===== config.mk =====
export PLATFORM = sky130hd
export DESIGN_NAME = interp_feeder
export DESIGN_NICKNAME = d
export VERILOG_FILES = /design/src/rtl/interp_feeder_pkg.sv /design/src/rtl/interp_feeder_fifo.sv /design/src/rtl/interp_feeder.sv
export SDC_FILE = /design/constraint.sdc
export NUM_CORES = 1
export LEC_CHECK = 0
export ABC_AREA = 1
export CAP_MARGIN = 15
export CORE_AREA = 2 2 151 153
export DETAILED_ROUTE_END_ITERATION = 16
export DIE_AREA = 0 0 153 155
export PLACE_DENSITY = 0.75
export SLEW_MARGIN = 40
export SYNTH_ARGS = -nofsm -noshare
export SYNTH_HDL_FRONTEND = slang
export SYNTH_SLANG_ARGS = --single-unit

===== constraint.sdc =====
create_clock -name clk -period 9.23 [get_ports clk]
set_input_delay 2.769 -clock clk [delete_from_list [all_inputs] [get_ports clk]]
set_output_delay 2.769 -clock clk [all_outputs]
set_load 0.005 [all_outputs]

===== src/rtl/interp_feeder_pkg.sv =====
// Shared types and constants for the interpolator feeder slice.
package interp_pkg;

  localparam int NUM_KNOTS = 8;
  localparam int X_W_DEF   = 8;
  localparam int W_W_DEF   = 12;

  typedef logic [X_W_DEF-1:0] x_t;
  typedef logic [W_W_DEF-1:0] weight_t;

  // Explicit encoding so the state values match the legacy numbering.
  typedef enum logic [1:0] {
    S_EMPTY = 2'd0,
    S_RUN   = 2'd1,
    S_SWAP  = 2'd2
  } state_t;

endpackage


===== src/rtl/interp_feeder_fifo.sv =====
// Small synchronous sample FIFO with wrap-around pointers (extra MSB
// distinguishes full from empty). Caller must not push when full or
// pop when empty.
module interp_sync_fifo #(
  parameter int WIDTH = 8,
  parameter int DEPTH = 4
) (
  input  logic                     clk,
  input  logic                     rst,
  input  logic                     push,
  input  logic                     pop,
  input  logic [WIDTH-1:0]         din,
  output logic [WIDTH-1:0]         dout,
  output logic [$clog2(DEPTH):0]   level
);

  localparam int AW = $clog2(DEPTH);
  localparam int PW = AW + 1;

  logic [PW-1:0]    wr_ptr_q, wr_ptr_d;
  logic [PW-1:0]    rd_ptr_q, rd_ptr_d;
  logic [WIDTH-1:0] mem_q [DEPTH];

  // Next-pointer computation.
  always_comb begin
    wr_ptr_d = wr_ptr_q + PW'(push);
    rd_ptr_d = rd_ptr_q + PW'(pop);
  end

  // Pointer registers.
  always_ff @(posedge clk or posedge rst) begin
    if (rst) begin
      wr_ptr_q <= '0;
      rd_ptr_q <= '0;
    end else begin
      wr_ptr_q <= wr_ptr_d;
      rd_ptr_q <= rd_ptr_d;
    end
  end

  // Storage array; contents are don't-care until written.
  always_ff @(posedge clk) begin
    if (push) mem_q[wr_ptr_q[AW-1:0]] <= din;
  end

  assign dout  = mem_q[rd_ptr_q[AW-1:0]];
  assign level = wr_ptr_q - rd_ptr_q;

endmodule


===== src/rtl/interp_feeder.sv =====
// Upstream feeder for the 2D interpolator core: shadow/active weight
// banks, sample FIFO, and one-sample-per-cycle issue to the core.
module interp_feeder
  import interp_pkg::*;
#(
  parameter int X_W   = 8,
  parameter int W_W   = 12,
  parameter int DEPTH = 4
) (
  input  logic                   clk,
  input  logic                   rst,
  input  logic                   wr_en,
  input  logic [2:0]             wr_addr,
  input  logic [W_W-1:0]         wr_data,
  input  logic                   commit,
  input  logic                   s_valid,
  output logic                   s_ready,
  input  logic [X_W-1:0]         s_x,
  input  logic                   i_hold,
  output logic                   o_en,
  output logic [X_W-1:0]         o_x,
  output logic [W_W-1:0]         o_weight0,
  output logic [W_W-1:0]         o_weight1,
  output logic [W_W-1:0]         o_weight2,
  output logic [W_W-1:0]         o_weight3,
  output logic [W_W-1:0]         o_weight4,
  output logic [W_W-1:0]         o_weight5,
  output logic [W_W-1:0]         o_weight6,
  output logic [W_W-1:0]         o_weight7,
  output logic [$clog2(DEPTH):0] o_level,
  output logic [15:0]            o_sample_cnt
);

  localparam int LW = $clog2(DEPTH) + 1;

  state_t         state_q, state_d;
  logic [W_W-1:0] shadow_q [NUM_KNOTS];
  logic [W_W-1:0] shadow_d [NUM_KNOTS];
  logic [W_W-1:0] active_q [NUM_KNOTS];
  logic [W_W-1:0] active_d [NUM_KNOTS];
  logic           o_en_q, o_en_d;
  logic [X_W-1:0] o_x_q, o_x_d;
  logic [15:0]    cnt_q, cnt_d;

  logic [LW-1:0]  level;
  logic [X_W-1:0] head;
  logic           push, pop;

  // Handshake: full FIFO never accepts, even when popping that cycle.
  assign s_ready = (state_q != S_EMPTY) && (level < LW'(DEPTH));
  assign push    = s_valid && s_ready;
  assign pop     = (state_q == S_RUN) && !i_hold && (level != '0);

  interp_sync_fifo #(
    .WIDTH (X_W),
    .DEPTH (DEPTH)
  ) u_fifo (
    .clk   (clk),
    .rst   (rst),
    .push  (push),
    .pop   (pop),
    .din   (s_x),
    .dout  (head),
    .level (level)
  );

  // Next-state, bank update and output-register logic.
  always_comb begin
    state_d  = state_q;
    shadow_d = shadow_q;
    active_d = active_q;
    o_en_d   = pop;
    o_x_d    = pop ? head : o_x_q;
    cnt_d    = cnt_q + 16'(pop);

    unique case (state_q)
      S_EMPTY: if (commit) state_d = S_SWAP;
      S_RUN:   if (commit) state_d = S_SWAP;
      S_SWAP:  state_d = commit ? S_SWAP : S_RUN;
      default: state_d = S_EMPTY;
    endcase

    if (wr_en) shadow_d[wr_addr] = wr_data;

    // Copy from shadow_d so a write landing on the exit edge is forwarded.
    if ((state_q == S_SWAP) && !commit) active_d = shadow_d;
  end

  // State, banks, output registers and sample counter.
  always_ff @(posedge clk or posedge rst) begin
    if (rst) begin
      state_q  <= S_EMPTY;
      shadow_q <= '{default: '0};
      active_q <= '{default: '0};
      o_en_q   <= 1'b0;
      o_x_q    <= '0;
      cnt_q    <= '0;
    end else begin
      state_q  <= state_d;
      shadow_q <= shadow_d;
      active_q <= active_d;
      o_en_q   <= o_en_d;
      o_x_q    <= o_x_d;
      cnt_q    <= cnt_d;
    end
  end

  assign o_en         = o_en_q;
  assign o_x          = o_x_q;
  assign o_level      = level;
  assign o_sample_cnt = cnt_q;
  assign o_weight0    = active_q[0];
  assign o_weight1    = active_q[1];
  assign o_weight2    = active_q[2];
  assign o_weight3    = active_q[3];
  assign o_weight4    = active_q[4];
  assign o_weight5    = active_q[5];
  assign o_weight6    = active_q[6];
  assign o_weight7    = active_q[7];

endmodule


# Yosys cells after proc, flatten, opt, wreduce, memory -nomap -nowiden
# Memory sizes are Yosys's and may differ from the RTL's. A register that Yosys moved wholly into a read port is not among the register bits.
# Index checks and enable logic that the tools add are counted.
# word_totals
register_bits,217
ramBits,32
in_bits,29
out_inout_bits,125
wordCells,54
n_memories,1
# classes
addsub,4
order_cmp,3
eq_ne,3
n_mux,9
bitwise,1
n_reduce_logical,12
# mem_list
memory,words,width,rd,rd_ports_with_merged_regs,write_ports,line_no,text
u_fifo.mem_q,4,8,1,1,1,interp_feeder_fifo.sv:22,logic [WIDTH-1:0] mem_q [DEPTH];
# ops
operator,count
$bwmux W96,1
$mux W96,1
$demux W12 S3,1
$add A16 B1 Y16,1
$mux W12,1
$add A3 B1 Y3,2
$logic_and A1 B1 Y1,6
$ge A4 B4 Y1 const B,1
$lt A4 B1 Y1 const B,1
$mux W2,2
$not A3 Y4,1
$pmux W2 S2,1
$lt A3 B3 Y1 const B,1
$reduce_bool A3 Y1,1
$sub A3 B3 Y3,1
$eq A2 B1 Y1 const B,1
$eq A2 B2 Y1 const B,1
$logic_not A1 Y1,2
$logic_not A2 Y1,1
$mux W1,2
$ne A2 B1 Y1 const B,1
$reduce_bool A2 Y1,1
$reduce_or A2 Y1,1

# Depth between registers and ports, before layout
# Gate-level depths: netlist of run 1.
# depth
word_depth,7
mapped_depth,15
ltp_nobuf,15

# By module
# Synthesis of run 1 repeated with hierarchy kept, for this count alone.
# hier_totals
hier_cells,1235
area_unflattened_um2,10931.7
# modules_own_cells
module,instances,cells_each,area_per_inst_um2,seq_area_each_um2
interp_feeder,1,1076,9247.6,5480.3
interp_sync_fifo,1,159,1684.1,1111.1

# Least setup slack after synthesis of run 1
# Ideal clock, no wire load.
# synth_path
path_type,input -> register
startpoint,input i_hold
endpoint,register cnt_q[8] (netlist: o_sample_cnt[8])
setup_ps,124
arrival_ps,4417
required_time_ps,9106
setup_slack_ps,4689
path_stages,9
n_path_buf,0
cell_sequence,nor3_2 nand2_2 inv_1 ha_1 ha_1 nand2_1 nor3b_2 nand2_1 xnor2_1
# synth_between
elab_chain_len,4
# synth_rtl
element,line_no,text
start: declaration,interp_feeder.sv:19,"input logic i_hold,"
$logic_not A1 Y1,interp_feeder.sv:52,assign pop = (state_q == S_RUN) && !i_hold && (level != '0);
$logic_and A1 B1 Y1 (2 in a row),interp_feeder.sv:52,
named net o_en_d,interp_feeder.sv:41,"logic o_en_q, o_en_d;"
$add A16 B1 Y16,interp_feeder.sv:74,cnt_d = cnt_q + 16'(pop);
named net cnt_d[8],interp_feeder.sv:43,"logic [15:0] cnt_q, cnt_d;"
end signal: assignment,interp_feeder.sv:104,cnt_q <= cnt_d;
end: declaration,interp_feeder.sv:43,
# The timed path passes the listed nets, and every way through them passes these cells.
# A chain may end at the register's enable or synchronous reset.

# Final worst setup path of run 1
# layout_path
startpoint,register u_fifo.rd_ptr_q[0]
endpoint,output s_ready
# layout_between
elab_chain_len,3
# layout_rtl
element,line_no,text
start: declaration,interp_feeder_fifo.sv:21,"logic [PW-1:0] rd_ptr_q, rd_ptr_d;"
start signal: assignment,interp_feeder_fifo.sv:37,rd_ptr_q <= rd_ptr_d;
$sub A3 B3 Y3,interp_feeder_fifo.sv:47,assign level = wr_ptr_q - rd_ptr_q;
$lt A3 B3 Y1,interp_feeder.sv:50,assign s_ready = (state_q != S_EMPTY) && (level < LW'(DEPTH));
$logic_and A1 B1 Y1,interp_feeder.sv:50,
end: declaration,interp_feeder.sv:17,"output logic s_ready,"
# No other way between the ends.

==> results of run 1 <==
[kinds of logic after synthesis]
family | count (synthesis) | share of synthesized area, %
buf+inv | 95 | 3.88
flops | 257 | 67.3
xor+xnor | 13 | 1.16
simple gates | 528 | 20.9
fa+ha+maj | 8 | 1.10
compound gates | 107 | 5.67
[tightest hold or removal path, delay by kind of cell, from the launching register on]
family / cells / cell delay, ps
DFF: 1 / 340
and+or+nand+nor: 2 / 100
[synthesized netlist by cell type, types with 2 or more instances]
library cell	instances	area share (%)
ha_1	7	0.89
buf_2	19	0.97
o211ai_1	8	0.61
a21oi_1	13	0.66
nor3_1	3	0.15
inv_2	2	0.077
edfxtp_1	32	9.8
nand4_1	3	0.19
nor2_1	42	1.6
xor2_1	9	0.80
nand2_1	457	18
nor2_2	2	0.13
inv_1	53	2.0
clkbuf_1	20	0.77
xnor2_1	4	0.36
o21ai_0	86	4.4
dfrtp_1	225	57
nand3_1	16	0.82
[layer usage]
metal	part of all wire, %	GRT usage [%]
met3	4.2	2.79
met1	44	26.9
met2	49	32.1
met5	0	0
met4	2.2	5.51
[worst paths after layout]
check | from | end | slack (ps) | depth (start not counted)
worst max-delay path | u_fifo.rd_ptr_q[0]$_DFF_PP0_ | s_ready | 3720 | 6
min in group asynchronous | rst | shadow_q[70]$_DFF_PP0_ | 2670 | 2
worst max register to register | u_fifo.rd_ptr_q[0]$_DFF_PP0_ | o_sample_cnt[8]$_DFF_PP0_ | 5840 | 13
max in group asynchronous | rst | shadow_q[31]$_DFF_PP0_ | 5490 | 3
worst min-delay path | o_weight3[5]$_DFFE_PP0P_ | o_weight3[5]$_DFFE_PP0P_ | 480 | 2
worst min register to register | o_weight3[5]$_DFFE_PP0P_ | o_weight3[5]$_DFFE_PP0P_ | 480 | 2
[power groups by stage]
| stage | Combinational (µW) | Sequential [µW] | Clock (µW) |
|---|---|---|---|
| after CTS | 801 | 1540 | 1100 |
| after floorplan | 369 | 1530 | 0 |
| final | 789 | 1540 | 1080 |
| after global routing | 883 | 1570 | 1150 |
| after global placement | 772 | 1560 | 0 |
| after detailed placement | 792 | 1560 | 0 |
[cell type report]
type,count,share of cell area (%)
clock buffers,43,6.44
repair buffers,158,12.8
flip-flops and latches,257,52.7
inverters,55,1.72
clock inverters,7,0.820
multi-input cells,656,22.6
well taps,285,2.85
[per-stage QoR]
step / utilization [%] / cell area (µm²) / worst slack, ps / hold slack (ps)
final: 56.3 / 12500 / 3720 / 476
after global routing: 56.3 / 12500 / 3580 / 499
after CTS: 56.1 / 12500 / 3670 / 481
after detailed placement: 52.1 / 11600 / 3890 / 465
after global placement: 52.0 / 11600 / 4010 / 462
after floorplan: - / 9800 / 298 / 461
==> reports/qor.csv, run 1 <==
stage,metric,value,unit
outcome,status,finished clean,
yosys,"EDFF count, synth",32,
setup_path,"Data arrival, critical path",2740,ps
route,DRC,0,
route,via-per-instance ratio,4.86,
place,GPL Wtd Cong,0.764,
setup_path,"delay-heaviest family, CP",adder cells,
grt,GRT Util Overall,19.3,%
setup_path,CP max FO,34,
cts,Clock Path Buffers,3,
finish,register area,0.00659,mm²
yosys,Synth Net Count,1045,
setup_path,worst path required time,6460,ps
setup_path,CP Cell Sequence,ha_1 > fa_1 > nand3_1 > nand2_1 > nor2_1 > clkdlybuf4s50_1,
min_path,Hold Crit Class,flip-flop to flip-flop,
pwr,internal power,2460,µW
timing,Setup-failing EPs final,0,
cts,cts hold-fix bufs,0,
cts,root buffer cell,clkbuf_16,
pwr,static leakage,0.00609,µW
timing,fmax,181,MHz
cts,Clock Sinks,257,
timing,worst rel slew slack,46.7,%
timing,Slew @ Worst Pin,797,ps
yosys,share of the yosys chip area belonging to registers,67.3,%
yosys,most common flop cell mapped by yosys,dfrtp_1,
timing,Tmin final,5510,ps
setup_path,CP Buf/Inv Count,1,
finish,final cell count without fillers,1461,
die,Initial Util,44.1,%
yosys,Yosys warnings,0,
finish,Antenna diodes,0,
timing,"Hold Vio Cnt, Final",0,
route,DR pass1 iterations,5,
die,I/O pin count,154,
timing,Layout Skew,18.2,ps
die,Core Area,0.0222,mm²
finish,"commonest non-fill, non-tap cell in the layout",nand2_1,
timing,Fin Setup TNS,0,ps
run,Max Cap Viol,0,
finish,Area Overhead vs Synth,27.7,%
finish,share of cells above drive strength 1,4.76,%
pwr,switching share of total power,27.9,%
pwr,sw power,954,µW
finish,Filler cells,1917,
pwr,power share of the combinational group,23.1,%
die,die width,153,µm
die,Die H,155,µm
grt,initial antenna violation count,0,
place,HPWL after DPL,14300,µm
die,die area,0.0237,mm²
setup_path,crit-path max cell delay,600,ps
yosys,synthesized area,0.00980,mm²
pwr,Clk pwr share,31.7,%
cts,Post-CTS Setup Bufs,0,
finish,Largest Register,shadow_q,
die,FP Rows,55,
yosys,#FFs+latches synth,257,
setup_path,Worst setup EP type,output port,
yosys,ys async rst share,87.5,%
pwr,overall power,3420,µW
pwr,worst vdd ir,148,µV
grt,first-pass GRT wire length,36800,µm
cts,CTS H-tree lvls,1,
yosys,Mean Syn Cell Area,9.72,µm²
finish,area occupied by multi-input gates,0.00283,mm²
yosys,Mapped Cells,1008,
finish,max reg flops,96,
setup_path,Critical Path Start Type,flip-flop,
finish,"commonest non-fill, non-tap cells in the layout","nand2_1, dfrtp_1, clkdlybuf4s50_1, o21ai_0, inv_1",
timing,Final Cycle Share,59.7,%
timing,RSZ-0062 raised after global routing,false,
route,Antenna Nets Post-Route,0,
grt,global route overflow,0,
place,number of buffers added on ports,153,
pwr,Power per Cell Area,273,mW/mm²
yosys,Cell variety after synth,25,
finish,final net count,1192,
cts,PostCTS Resize Cnt,0,
cts,Clock Pin Slew Worst Setup and Hold Paths,60,ps
cts,Num CTS Buffers,27,
setup_path,critical path class,flip-flop to output port,
pwr,Sequential Power Share,45.2,%
route,WL final,22700,µm
cts,CTS tree,built,
route,Wirelength per Cell,15.5,µm
route,via count,7101,
grt,largest net degree at the start of global routing,98,
place,Cells after DPL,1410,
timing,Final Max Tran Viols,0,
cts,worst skew pair latency,540,ps
route,Starting DRT DRC Count,549,
setup_path,slowest CP cell,dfrtp_2,
grt,vias in the first global route,6998,
No activity file was read; power rests on OpenSTA's default activity.
==> inputs of run 2 (changes only) <==
==> constraint.sdc (replaced) <==
create_clock -name clk -period 4.65 [get_ports clk]
set_input_delay 1.395 -clock clk [delete_from_list [all_inputs] [get_ports clk]]
set_output_delay 1.395 -clock clk [all_outputs]
set_load 0.005 [all_outputs]
==> run 2 against run 1 <==
Compared with the run above: total power up 98%; count of clock-buffer cells in the layout down 6; die area unchanged; critical path depth up 1; cell count about the same; via count about the same; sequential share of layout area up 0.059 points; utilization down 0.073 points; clock power up 97%; global-route usage up 0.37 points; combinational power up 100%; largest cell class unchanged.
==> reports/qor.csv, run 2 (same netlist as run 1, synthesis figures left out) <==
stage,metric,value,unit,change
die,die width,153,µm,unchanged
grt,initial antenna violation count,1,,was 0
cts,CTS tree,built,,unchanged
route,Antenna Nets Post-Route,0,,unchanged
finish,"commonest non-fill, non-tap cells in the layout","nand2_1, dfrtp_1, clkdlybuf4s50_1, o21ai_0, inv_1",,unchanged
finish,final core occ,56.2,%,was 56.3%
setup_path,crit-path max cell delay,530,ps,was 600 ps
cts,Num CTS Buffers,26,,was 27
finish,Area Overhead vs Synth,27.5,%,was 27.7%
timing,Final Max Tran Viols,0,,unchanged
route,via-per-instance ratio,4.85,,was 4.86
place,number of buffers added on ports,153,,unchanged
die,Initial Util,44.1,%,unchanged
cts,Clock Pin Slew Worst Setup and Hold Paths,60,ps,about the same
setup_path,critical path class,flip-flop to output port,,unchanged
grt,first-pass GRT wire length,37500,µm,"was 36,800 µm"
route,DRC,0,,unchanged
timing,fmax,260,MHz,
cts,Post-CTS Setup Bufs,0,,unchanged
timing,Setup-failing EPs final,0,,unchanged
setup_path,CP Cell Sequence,inv_1 > ha_1 > fa_1 > nand3_1 > nand2_1 > nor2_1 > clkdlybuf4s50_1,,was ha_1 > fa_1 > nand3_1 > nand2_1 > nor2_1 > clkdlybuf4s50_1
cts,cts hold-fix bufs,0,,unchanged
setup_path,"Data arrival, critical path",2450,ps,was 2740 ps
timing,RSZ-0062 raised after global routing,false,,unchanged
route,Starting DRT DRC Count,415,,was 549
pwr,overall power,6770,µW,was 3420 µW
grt,GRT Util Overall,19.7,%,was 19.3%
pwr,Power per Cell Area,542,mW/mm²,was 273 mW/mm²
finish,Largest Register,shadow_q,,unchanged
die,Die H,155,µm,unchanged
die,Core Area,0.0222,mm²,unchanged
place,placed inst area,0.0116,mm²,about the same
route,Wirelength per Cell,15.9,µm,was 15.5 µm
grt,vias in the first global route,7160,,"was 6,998"
cts,CTS H-tree lvls,1,,unchanged
finish,final instance area,0.0125,mm²,about the same
route,via count,7095,,"was 7,101"
finish,final net count,1194,,"was 1,192"
finish,share of cells above drive strength 1,4.84,%,was 4.76%
outcome,status,finished clean,,unchanged
route,DR pass1 iterations,5,,unchanged
setup_path,slowest CP cell,clkdlybuf4s50_1,,was dfrtp_2
cts,Clock Path Buffers,3,,unchanged
grt,largest net degree at the start of global routing,97,,was 98
cts,PostCTS Resize Cnt,0,,unchanged
grt,global route overflow,0,,unchanged
finish,max reg flops,96,,unchanged
setup_path,Critical Path Start Type,flip-flop,,unchanged
finish,Antenna diodes,0,,unchanged
timing,Fin Setup TNS,0,ps,unchanged
timing,Layout Skew,22.2,ps,was 18.2 ps
cts,root buffer cell,clkbuf_16,,unchanged
place,GPL Wtd Cong,0.804,,was 0.764
cts,Clock Sinks,257,,unchanged
finish,"commonest non-fill, non-tap cell in the layout",nand2_1,,unchanged
die,FP Rows,55,,unchanged
timing,Slew @ Worst Pin,780,ps,was 797 ps
die,die area,0.0237,mm²,unchanged
run,Max Cap Viol,0,,unchanged
setup_path,worst path required time,3250,ps,was 6460 ps
pwr,static leakage,0.00608,µW,was 0.00609 µW
timing,"Hold Vio Cnt, Final",0,,unchanged
route,WL final,23200,µm,"was 22,700 µm"
cts,worst skew pair latency,530,ps,was 540 ps
min_path,Hold Crit Class,flip-flop to flip-flop,,unchanged
place,HPWL after DPL,14600,µm,"was 14,300 µm"
setup_path,Worst setup EP type,output port,,unchanged
die,I/O pin count,154,,unchanged
timing,worst rel slew slack,47.8,%,was 46.7%
timing,Tmin final,3850,ps,
setup_path,CP max FO,4,,was 34
pwr,worst vdd ir,296,µV,was 148 µV
timing,Final Cycle Share,82.8,%,
==> run 2: cell count changes in the layout (fill, tap and decap cells not counted), sizes merged <==
cell	change
buf	+4
inv	-1
clkinv	+4
bufinv	+1
clkbuf	-7
==> run 2: cell type report <==
| class | count | area (µm²) |
|---|---|---|
| clock buffers | 37 | 752 |
| clock inverters | 11 | 135 |
| fillers | 1911 | 9730 |
| inverters | 55 | 213 |
| multi-input cells | 656 | 2840 |
| flip-flops and latches | 257 | 6590 |
| well taps | 285 | 357 |
| repair buffers | 161 | 1610 |
==> run 2: per-stage QoR <==
stage	worst slack, ps	std cells	hold WS [ps]
floorplan	317	1008	461
global placement	857	1414	462
detailed placement	762	1414	464
CTS	779	1462	482
global route	644	1462	498
finish	801	1462	478
==> run 2: where the power goes <==
part	total, µW	internal, µW	switching, µW
combinational	1600	823	780
sequential	3040	2770	271
clock	2130	1290	842
==> run 2: routing by layer <==
metal / vias up / part of all wire, % / global-route usage [%]
met2: 185 / 48 / 32.1
li1: 3464 / - / -
met3: 34 / 5.0 / 2.70
met5: - / 0 / 0
met1: 3412 / 45 / 27.8
met4: 0 / 2.2 / 6.17
==> run 2: worst paths after layout <==
check	slack, ps	endpoint	from	cells after the start
min in group asynchronous	1280	o_weight1[0]$_DFFE_PP0P_	rst	2
setup / recovery	800	s_ready	u_fifo.wr_ptr_q[0]$_DFF_PP0_	7
hold reg to reg	480	o_weight7[9]$_DFFE_PP0P_	o_weight7[9]$_DFFE_PP0P_	2
setup reg to reg	1610	o_sample_cnt[10]$_DFF_PP0_	u_fifo.wr_ptr_q[0]$_DFF_PP0_	14
max in group asynchronous	2500	shadow_q[53]$_DFF_PP0_	rst	3
hold / removal	480	o_weight7[9]$_DFFE_PP0P_	o_weight7[9]$_DFFE_PP0P_	2
==> run 2: critical path: cells and delay by family, from the launching register on <==
family	cells	cell delay (ps)
adder cells (fa/ha/maj)	2	580
buffers and inverters	2	610
flip-flops	1	390
AND/OR/NAND/NOR	3	360
